[src/rtl/muldiv_pkg.sv]
// muldiv_pkg -- shared definitions for the iterative multiply/divide unit.
//   MULDIV_WIDTH : default operand/result width
//   op_e         : operation encodings (matches the 2-bit `op` port)
//   state_e      : sequencer states
//   op_ctl_t     : per-operation control flags latched at start
package muldiv_pkg;

  localparam int MULDIV_WIDTH = 32;

  typedef enum logic [1:0] {
    OP_MULT  = 2'b00,
    OP_MULTU = 2'b01,
    OP_DIV   = 2'b10,
    OP_DIVU  = 2'b11
  } op_e;

  typedef enum logic [1:0] {
    S_IDLE = 2'b00,
    S_CALC = 2'b01,
    S_FIX  = 2'b10,
    S_DONE = 2'b11
  } state_e;

  // Flags captured with the operands when a start is accepted.
  typedef struct packed {
    logic is_div;    // divide (1) or multiply (0)
    logic neg_res;   // product/quotient must be negated in FIX
    logic neg_rem;   // remainder takes the dividend's (negative) sign
    logic div_zero;  // divide with a zero divisor
  } op_ctl_t;

endpackage

[src/rtl/muldiv_negate.sv]
// muldiv_negate -- conditional two's-complement negate.
//   neg  : in  1 -- negate when high, pass through when low
//   din  : in  W -- value
//   dout : out W -- din or -din
// Used for operand magnitudes and for the sign fix of product,
// quotient and remainder.
module muldiv_negate #(
  parameter int W = 32
) (
  input  logic         neg,
  input  logic [W-1:0] din,
  output logic [W-1:0] dout
);

  assign dout = neg ? (~din + W'(1)) : din;

endmodule

[src/rtl/muldiv_unit.sv]
// muldiv_unit -- iterative MULT/MULTU/DIV/DIVU with HI/LO result registers.
//   clk, rstn      : clock, async active-low reset
//   start, op, a, b: launch an operation (sampled in IDLE only)
//   hi_wr, lo_wr,
//   wdata          : direct HI/LO write (IDLE only, start has priority)
//   busy           : high whenever not IDLE
//   done           : one-cycle pulse, hi/lo valid
//   hi, lo         : high product / remainder, low product / quotient
//   div0           : (MULDIV_DIV0_EN only) pulses with done on divide by zero
// Latency is WIDTH+2 cycles: WIDTH CALC iterations, one FIX, one DONE.
// With MULDIV_DIV0_EN defined a zero-divisor divide skips CALC and
// finishes in two cycles; results are identical either way.
module muldiv_unit
  import muldiv_pkg::*;
#(
  parameter int WIDTH = MULDIV_WIDTH
) (
  input  logic             clk,
  input  logic             rstn,
  input  logic             start,
  input  logic [1:0]       op,
  input  logic [WIDTH-1:0] a,
  input  logic [WIDTH-1:0] b,
  input  logic             hi_wr,
  input  logic             lo_wr,
  input  logic [WIDTH-1:0] wdata,
  output logic             busy,
  output logic             done,
  output logic [WIDTH-1:0] hi,
  output logic [WIDTH-1:0] lo
`ifdef MULDIV_DIV0_EN
  ,
  output logic             div0
`endif
);

  localparam int CW = (WIDTH > 1) ? $clog2(WIDTH) : 1;
  localparam logic [CW-1:0] CNT_LAST = CW'(WIDTH - 1);

  state_e             state, state_nx;
  op_ctl_t            ctl_q;
  logic [CW-1:0]      cnt;
  logic [WIDTH-1:0]   mag_a_q, mag_b_q, a_q;
  logic [2*WIDTH-1:0] acc;   // mult: {partial, multiplier}; div: low half is dividend/quotient
  logic [WIDTH-1:0]   rem;   // divide partial remainder (always < divisor)
  logic [WIDTH-1:0]   hi_q, lo_q;

  // ---------------------------------------------------------------------
  // Operand decode and magnitudes
  // ---------------------------------------------------------------------
  logic             op_signed, op_div, a_neg, b_neg, skip_calc;
  logic [WIDTH-1:0] abs_a, abs_b;

  assign op_signed = (op == OP_MULT) || (op == OP_DIV);
  assign op_div    = (op == OP_DIV)  || (op == OP_DIVU);
  assign a_neg     = op_signed & a[WIDTH-1];
  assign b_neg     = op_signed & b[WIDTH-1];

  muldiv_negate #(.W(WIDTH)) u_abs_a (.neg(a_neg), .din(a), .dout(abs_a));
  muldiv_negate #(.W(WIDTH)) u_abs_b (.neg(b_neg), .din(b), .dout(abs_b));

`ifdef MULDIV_DIV0_EN
  assign skip_calc = op_div && (b == '0);
`else
  assign skip_calc = 1'b0;
`endif

  // ---------------------------------------------------------------------
  // One iteration of each algorithm
  // ---------------------------------------------------------------------
  logic [WIDTH:0]     mul_sum;
  logic [2*WIDTH-1:0] mul_next;
  logic [WIDTH:0]     div_shift;  // WIDTH+1-bit partial remainder
  logic [WIDTH:0]     div_diff;
  logic               div_ge;

  always_comb begin
    // Shift-add: add multiplicand when the current multiplier LSB is set,
    // then shift the whole accumulator right by one.
    mul_sum   = {1'b0, acc[2*WIDTH-1:WIDTH]} + (acc[0] ? {1'b0, mag_a_q} : '0);
    mul_next  = {mul_sum, acc[WIDTH-1:1]};
    // Restoring: bring in the next dividend bit, subtract if it fits.
    div_shift = {rem, acc[WIDTH-1]};
    div_diff  = div_shift - {1'b0, mag_b_q};
    div_ge    = div_shift >= {1'b0, mag_b_q};
  end

  // The difference is only kept when it fits, so its top bit is always 0.
  logic unused_div_msb;
  assign unused_div_msb = div_diff[WIDTH];

  // ---------------------------------------------------------------------
  // Sign fix
  // ---------------------------------------------------------------------
  logic [2*WIDTH-1:0] prod_fix;
  logic [WIDTH-1:0]   quo_fix, rem_fix;

  muldiv_negate #(.W(2*WIDTH)) u_fix_prod (.neg(ctl_q.neg_res), .din(acc),            .dout(prod_fix));
  muldiv_negate #(.W(WIDTH))   u_fix_quo  (.neg(ctl_q.neg_res), .din(acc[WIDTH-1:0]), .dout(quo_fix));
  muldiv_negate #(.W(WIDTH))   u_fix_rem  (.neg(ctl_q.neg_rem), .din(rem),            .dout(rem_fix));

  // ---------------------------------------------------------------------
  // Sequencer
  // ---------------------------------------------------------------------
  always_ff @(posedge clk or negedge rstn) begin
    if (!rstn) state <= S_IDLE;
    else       state <= state_nx;
  end

  always_comb begin
    state_nx = state;
    busy     = 1'b1;
    done     = 1'b0;
    case (state)
      S_IDLE: begin
        busy = 1'b0;
        if (start) state_nx = skip_calc ? S_FIX : S_CALC;
      end
      S_CALC:  if (cnt == CNT_LAST) state_nx = S_FIX;
      S_FIX:   state_nx = S_DONE;
      S_DONE: begin
        done     = 1'b1;
        state_nx = S_IDLE;
      end
      default: state_nx = S_IDLE;
    endcase
  end

`ifdef MULDIV_DIV0_EN
  assign div0 = done & ctl_q.div_zero;
`endif

  // ---------------------------------------------------------------------
  // Datapath and HI/LO
  // ---------------------------------------------------------------------
  always_ff @(posedge clk or negedge rstn) begin
    if (!rstn) begin
      ctl_q   <= '0;
      cnt     <= '0;
      mag_a_q <= '0;
      mag_b_q <= '0;
      a_q     <= '0;
      acc     <= '0;
      rem     <= '0;
      hi_q    <= '0;
      lo_q    <= '0;
    end else begin
      case (state)
        S_IDLE: begin
          if (start) begin
            ctl_q.is_div   <= op_div;
            ctl_q.neg_res  <= a_neg ^ b_neg;
            ctl_q.neg_rem  <= a_neg;
            ctl_q.div_zero <= op_div && (b == '0);
            mag_a_q        <= abs_a;
            mag_b_q        <= abs_b;
            a_q            <= a;
            cnt            <= '0;
            rem            <= '0;
            acc            <= {{WIDTH{1'b0}}, (op_div ? abs_a : abs_b)};
          end else begin
            if (hi_wr) hi_q <= wdata;
            if (lo_wr) lo_q <= wdata;
          end
        end
        S_CALC: begin
          cnt <= cnt + CW'(1);
          if (ctl_q.is_div) begin
            rem <= div_ge ? div_diff[WIDTH-1:0] : div_shift[WIDTH-1:0];
            acc <= {acc[2*WIDTH-1:WIDTH], acc[WIDTH-2:0], div_ge};
          end else begin
            acc <= mul_next;
          end
        end
        S_FIX: begin
          if (!ctl_q.is_div) begin
            {hi_q, lo_q} <= prod_fix;
          end else if (ctl_q.div_zero) begin
            // Zero divisor: original dividend in HI, all-ones quotient.
            hi_q <= a_q;
            lo_q <= '1;
          end else begin
            hi_q <= rem_fix;
            lo_q <= quo_fix;
          end
        end
        default: ;
      endcase
    end
  end

  assign hi = hi_q;
  assign lo = lo_q;

endmodule

[config.mk]
export PLATFORM = sky130hd
export DESIGN_NAME = muldiv_unit
export DESIGN_NICKNAME = d
export VERILOG_FILES = /design/src/rtl/muldiv_pkg.sv /design/src/rtl/muldiv_negate.sv /design/src/rtl/muldiv_unit.sv
export SDC_FILE = /design/constraint.sdc
export NUM_CORES = 1
export LEC_CHECK = 0
export ABC_AREA = 1
export BUFFER_PORTS_ARGS = -buffer_cell sky130_fd_sc_hd__buf_2
export CORE_MARGIN = 2
export CORE_UTILIZATION = 51
export DETAILED_ROUTE_END_ITERATION = 10
export GPL_ROUTABILITY_DRIVEN = 0
export GPL_TIMING_DRIVEN = 1
export PLACE_DENSITY = 0.77
export SKIP_LAST_GASP = 1
export SYNTH_ARGS = -nofsm -noshare
export SYNTH_HDL_FRONTEND = slang
export SYNTH_HIERARCHICAL = 1
export SYNTH_SLANG_ARGS = --single-unit
[constraint.sdc]
create_clock -name clk -period 3.9 [get_ports clk]
set_input_delay 0.39 -clock clk [delete_from_list [all_inputs] [get_ports clk]]
set_output_delay 0.39 -clock clk [all_outputs]
set_load 0.02 [all_outputs]
# Word level (Yosys, flattened, before mapping)
# Index checks and enable logic that the tools add are counted.
[word_totals]
output_inout_bits = 66
wordCells = 90
regBits = 267
[classes]
addsub = 8
reduce_logical = 15
muxes = 31
bitwise_logic = 8
eq_ne = 13
order_cmp = 1
[op_table]
columns = ["operator", "count"]
rows = [
  ["32-bit two-way mux", 17],
  ["64-bit two-way mux", 3],
  ["32-bit case mux with 2 select lines", 3],
  ["32-bit by 1-bit adder with 32-bit output, second input constant", 4],
  ["32-bit NOT", 4],
  ["64-bit case mux with 2 select lines", 1],
  ["64-bit by 1-bit adder with 64-bit output, second input constant", 1],
  ["64-bit NOT", 1],
  ["32-bit by 32-bit adder with 33-bit output", 1],
  ["33-bit by 32-bit greater-or-equal comparator with 1-bit output", 1],
  ["32-bit logical NOT", 1],
  ["32-bit subtractor", 1],
  ["2-bit != test, second input constant", 7],
  ["3-bit AND reduction", 4],
  ["5-bit case mux with 2 select lines", 1],
  ["2-bit equality test, second input constant", 4],
  ["2-bit case mux with 4 select lines", 1],
  ["2-bit AND reduction", 3],
  ["5-bit by 1-bit adder with 5-bit output, second input constant", 1],
  ["5-bit equality test, second input constant", 1],
  ["5-bit two-way mux", 1],
  ["2-bit logical NOT", 2],
  ["2-bit two-way mux", 2],
  ["2-bit nonzero test", 2],
  ["other kinds (6)", 9],
]

# Longest topological paths before layout
[logic_depth]
depth_word = 7
ltp_mapped = 20

# Cells and area by module
# Netlist, hierarchy kept.
[by_module_without_submodules]
columns = ["module", "area_per_inst_um2", "seq_area_each_um2", "cells_per_inst", "n_inst"]
rows = [
  ["muldiv_unit", 17052.6, 6681.4, 2462, 1],
  ["muldiv_negate at u_abs_a ...", 1108.6, 0.0, 227, 4],
  ["muldiv_negate at u_fix_prod", 2362.3, 0.0, 486, 1],
]

# Least setup slack after synthesis
# Ideal clock, no wire load.
[synth_timing]
kind = "flip-flop to flip-flop"
from = "reg acc[0]"
to = "reg acc[53]"
arrival_ns = 2.508
path_buffers = 2
slack_ns = 1.266
period_less_slack_ns = 2.634
required_ns = 3.774
path_stages_with_launch = 18
setup_ns = 0.126
path_cell_list = "dfrtp_1 -> clkbuf_1 -> clkbuf_1 -> nand2_1 -> inv_1 -> ha_1 -> inv_1 -> fa_1 -> inv_1 -> nand2_1 -> o21ai_2 -> a21boi_1 -> o21ai_0 -> nand2_1 -> nand2_1 -> nand2_1 -> nand2_1 -> o21ai_0"
[synth_via]
elab_chain_cells = 4
[synth_rtl]
columns = ["item", "line", "source"]
rows = [
  ["from (decl)", "muldiv_unit.sv:44", "logic [2*WIDTH-1:0] acc;"],
  ["from (signal assigned)", "muldiv_unit.sv:160", "acc <= {{WIDTH{1'b0}}, (op_div ? abs_a : abs_b)};"],
  ["from (signal assigned)", "muldiv_unit.sv:170", "acc <= {acc[2*WIDTH-1:WIDTH], acc[WIDTH-2:0], div_ge};"],
  ["from (signal assigned)", "muldiv_unit.sv:172", "acc <= mul_next;"],
  ["32-bit two-way mux", "muldiv_unit.sv:80", "mul_sum = {1'b0, acc[2*WIDTH-1:WIDTH]} + (acc[0] ? {1'b0, mag_a_q} : '0);"],
  ["32-bit by 32-bit adder with 33-bit output", "muldiv_unit.sv:80", ""],
  ["64-bit two-way mux", "muldiv_unit.sv:168", "if (ctl_q.is_div) begin"],
  ["64-bit case mux with 2 select lines", "muldiv_unit.sv:148", "case (state)"],
]
# Every way passes these cells. The select of a mux whose other input is x is not followed.
# A chain may end at the register's enable or synchronous reset.

# Final worst setup path
[layout_timing]
from = "reg state[0]"
to = "reg rem[18]"
[layout_via]
elab_chain_cells = 3
elab_cells_between_ends = 7
classes_between = "3 x eq/ne; 1 x mux; 3 x reduce/logical"
[layout_rtl]
columns = ["item", "line", "source"]
rows = [
  ["from (decl)", "muldiv_unit.sv:40", "state_e state, state_nx;"],
  ["from (signal assigned)", "muldiv_unit.sv:107", "else state <= state_nx;"],
  ["2-bit by 1-bit equality test with 1-bit output or 2-bit logical NOT (tied branches)", "muldiv_unit.sv:148", ""],
  ["2-bit != test (no source line) or 2-bit nonzero test (tied branches)", "n/a", ""],
  ["3-bit AND reduction (no source line)", "n/a", ""],
  ["to (signal assigned)", "muldiv_unit.sv:169", "rem <= div_ge ? div_diff[WIDTH-1:0] : div_shift[WIDTH-1:0];"],
  ["to (decl)", "muldiv_unit.sv:45", "logic [WIDTH-1:0] rem;"],
]
# Several ways; a longest one is shown, not always the timed one.

==> summary.md <==
| Metric | Value |
|---|---|
| Longest Clk Path Bufs | `3` |
| Worst-Margin Slew | `1.17 ns` |
| Pre-antenna DRT Iters | `9` |
| Worst r2r src | `state[0]` |
| DRT antenna net count | `0` |
| Setup TNS | `0 ns` |
| 1st-iter DRT viols | `3770` |
| Lkg Pwr | `13.6 nW` |
| Final Hold Viols | `0` |
| Core area | `46400 sq um` |
| Share of cells above drive strength 1 | `0.106` |
| Crit share post-route | `0.792` |
| Clock root buffer | `clkbuf_16` |
| Dpl cells | `4536` |
| Flops & latches, synth | `267` |
| Hold WC Path Type | `input port to flip-flop` |
| Fmax | `0.324 GHz` |
| VDD IR max | `0.593 mV` |
| Worst setup SP type | `flip-flop` |
| First-pass GRT wire length | `130000 microns` |
| R2R cell count | `9` |
| Hold path depth | `3` |
| Clock skew | `0.0206 ns` |
| Synth cell types | `53` |
| Clock slew at reported path FFs | `0.06 ns` |
| Clock power frac | `0.129` |
| Initial antenna violation count | `3` |
| Num CTS Buffers | `30` |
| Mapped Area | `23800 sq um` |
| Max-slew violations | `0` |
| Pint | `10.1 mW` |
| Buffers on Ports | `168` |
| Number of global-route vias before repair | `23.8k` |
| Die Wd | `220 microns` |
| Seq/Total Area, Yosys | `0.280` |
| Crit-path max FO | `53` |
| DRT Wirelength | `84500 microns` |
| Full die area | `48500 sq um` |
| R2R setup slack | `0.81 ns` |
| Psw | `12.5 mW` |
| Post-Synthesis Cells | `3856` |
| Vias post-DR | `26.4k` |
| Critical Path Sink | `rem[18]` |
| Slew HR | `0.216` |
| Clk sinks | `267` |
| Count of yosys warnings during synthesis | `6` |
| Top Ports | `169` |
| Final non-filler cell total | `4590` |
| CTS H-Tree Depth | `1` |
| Hpwl dp | `65700 microns` |
| Nets@finish | `4143` |
| Worst Path Required | `4.36 ns` |
| Min Hold Slack | `0.0647 ns` |
| Initial Utilization | `0.514` |
| Synthesized Nets | `4037` |
| Seq pwr share | `0.249` |
| Tot GR Track Use | `0.344` |
| CP startpoint | `state[0]` |
| Worst-skew pair later-pin latency | `0.58 ns` |
| CTS tree | `yes` |
| Setup violators final | `0` |
| RSZ-0062 raised after global routing | `no` |
| Post-CTS Setup Bufs | `0` |
| Drt drc | `0` |
| Largest net degree at the start of global routing | `117` |
| Crit path kind | `flip-flop to flip-flop` |
| Max-cap violations | `0` |
| Post-layout min period | `3.09 ns` |
| Die height | `220 microns` |
| Synth Area per Inst | `6.18 sq um` |
| GR Overflow Total | `0` |
| Combinational power share | `0.621` |
| Critical R2R Capture | `rem[18]` |
| Site row count | `79` |
| WL per Instance | `18.4 microns` |
| CP Capture Type | `flip-flop` |
| Cell area power density | `863 nW/um^2` |
| Via/cell ratio | `5.76` |
| Syn-to-layout area delta | `9.93%` |
| Switching part of the total | `0.551` |
| Crit path DAT | `3.55 ns` |
| Run status | `finished, final reports clean` |
==> kinds of logic after synthesis <==
logic type / after synthesis / share of synthesized area
compound gates: 566 / 0.140
xor+xnor: 104 / 0.0382
fa+ha+maj: 78 / 0.0416
buf+inv: 558 / 0.0929
flops: 267 / 0.280
simple gates: 2283 / 0.407
==> power groups by stage <==
stage               combinational [mW]  sequential, mW  clock [mW]
CTS                               13.6            5.53        2.95
finish                            14.1            5.64        2.93
global route                      15.5            5.74        3.06
global placement                  13.3            5.54           0
detailed placement                13.5            5.57           0
floorplan                         9.64            5.36           0
==> cell type report <==
type	count	area, sq um
fill	4578	20100
sequential	267	6680
clock inverter	13	158
antenna	1	2.50
inverter	425	1620
multi-input combinational	3031	15000
clock buffer	39	846
tap	607	759
timing repair buffer	207	1170
==> cell usage after synthesis (all sizes together) <==
cell | instances | area share
a211oi | 1 | 0.00031
a21boi | 3 | 0.00094
a21o | 4 | 0.0013
a21oi | 151 | 0.032
a221oi | 31 | 0.011
a22oi | 1 | 0.00031
a31oi | 66 | 0.017
a32o | 1 | 0.00042
and2 | 1 | 0.00026
and3 | 1 | 0.00026
buf | 45 | 0.011
clkbuf | 88 | 0.014
clkinv | 1 | 0.00016
dfrtp | 267 | 0.28
fa | 2 | 0.0017
ha | 76 | 0.040
inv | 424 | 0.068
nand2 | 1383 | 0.22
nand3 | 222 | 0.048
nand3b | 33 | 0.011
nand4 | 38 | 0.010
nor2 | 581 | 0.11
nor3 | 12 | 0.0025
nor4 | 10 | 0.0026
o21a | 4 | 0.0013
o21ai | 262 | 0.059
o21bai | 7 | 0.0022
o221ai | 32 | 0.012
o22ai | 1 | 0.00026
o31ai | 1 | 0.00031
o32ai | 1 | 0.00037
or2 | 2 | 0.00052
xnor2 | 66 | 0.024
xor2 | 38 | 0.014
==> critical path, stage by stage, from the launching register on <==
cell and delay, ns:
dfrtp_1 0.40, inv_1 0.13, ha_1 0.23, nand2_4 0.29, inv_2 0.16, a21oi_2 0.05, nor2_1 0.88, inv_1 0.56
nand2_1 0.19, nand2_1 0.07
==> per-stage QoR <==
step | setup slack (ns) | cell area (sq um) | power (mW) | util
after CTS | 0.838 | 26200 | 22.1 | 0.565
after floorplan | 1.27 | 23800 | 15.0 | -
after global routing | 0.498 | 26200 | 24.3 | 0.565
after global placement | 0.981 | 25200 | 18.9 | 0.544
final | 0.811 | 26200 | 22.6 | 0.566
after detailed placement | 0.849 | 25200 | 19.1 | 0.544
==> how the worst min path moves through the flow <==
| stage | startpoint | to | slack, ns |
|---|---|---|---|
| floorplan | rstn | a_q[0] | 0.09 |
| global placement | mag_a_q[31] | mag_a_q[31] | 0.46 |
| detailed placement | a_q[16] | a_q[16] | 0.47 |
| CTS | a[13] | a_q[13] | 0.05 |
| global route | a[1] | a_q[1] | 0.08 |
| finish | a[1] | a_q[1] | 0.06 |
==> layer usage <==
metal  vias up  track usage  share of wire
met5         -            0              0
met1     12000        0.484           0.42
met2      1607        0.511           0.41
li1      12600            -              -
met4         0        0.154          0.049
met3       257       0.0663           0.12
==> sequential cells by signal, summed over array words and instances (netlist names) <==
signal / flops
state: 2
acc: 64
mag_a_q: 32
lo: 32
rem: 32
a_q: 32
cnt: 5
hi: 32
ctl_q: 4
mag_b_q: 32
==> placed cells by master, fill, tap and decap left out, types with 32 or more instances in the layout <==
| cell | count |
|---|---|
| o221ai_1 | 32 |
| xor2_1 | 38 |
| nand4_1 | 38 |
| nor2_1 | 492 |
| nor2_2 | 51 |
| xnor2_1 | 66 |
| nand3_1 | 218 |
| a21oi_1 | 147 |
| a31oi_1 | 66 |
| ha_1 | 75 |
| buf_4 | 36 |
| nand2_1 | 1347 |
| nand3b_1 | 32 |
| buf_2 | 167 |
| o21ai_0 | 221 |
| dfrtp_1 | 265 |
| inv_1 | 412 |
| nor2_4 | 33 |
==> repair_timing <==
action                    in CTS  in global routing
hold buffers                   1                  0
resized for setup              0                  0
hold endpoints to repair     110                  0
(Power assumes the default switching activity.)
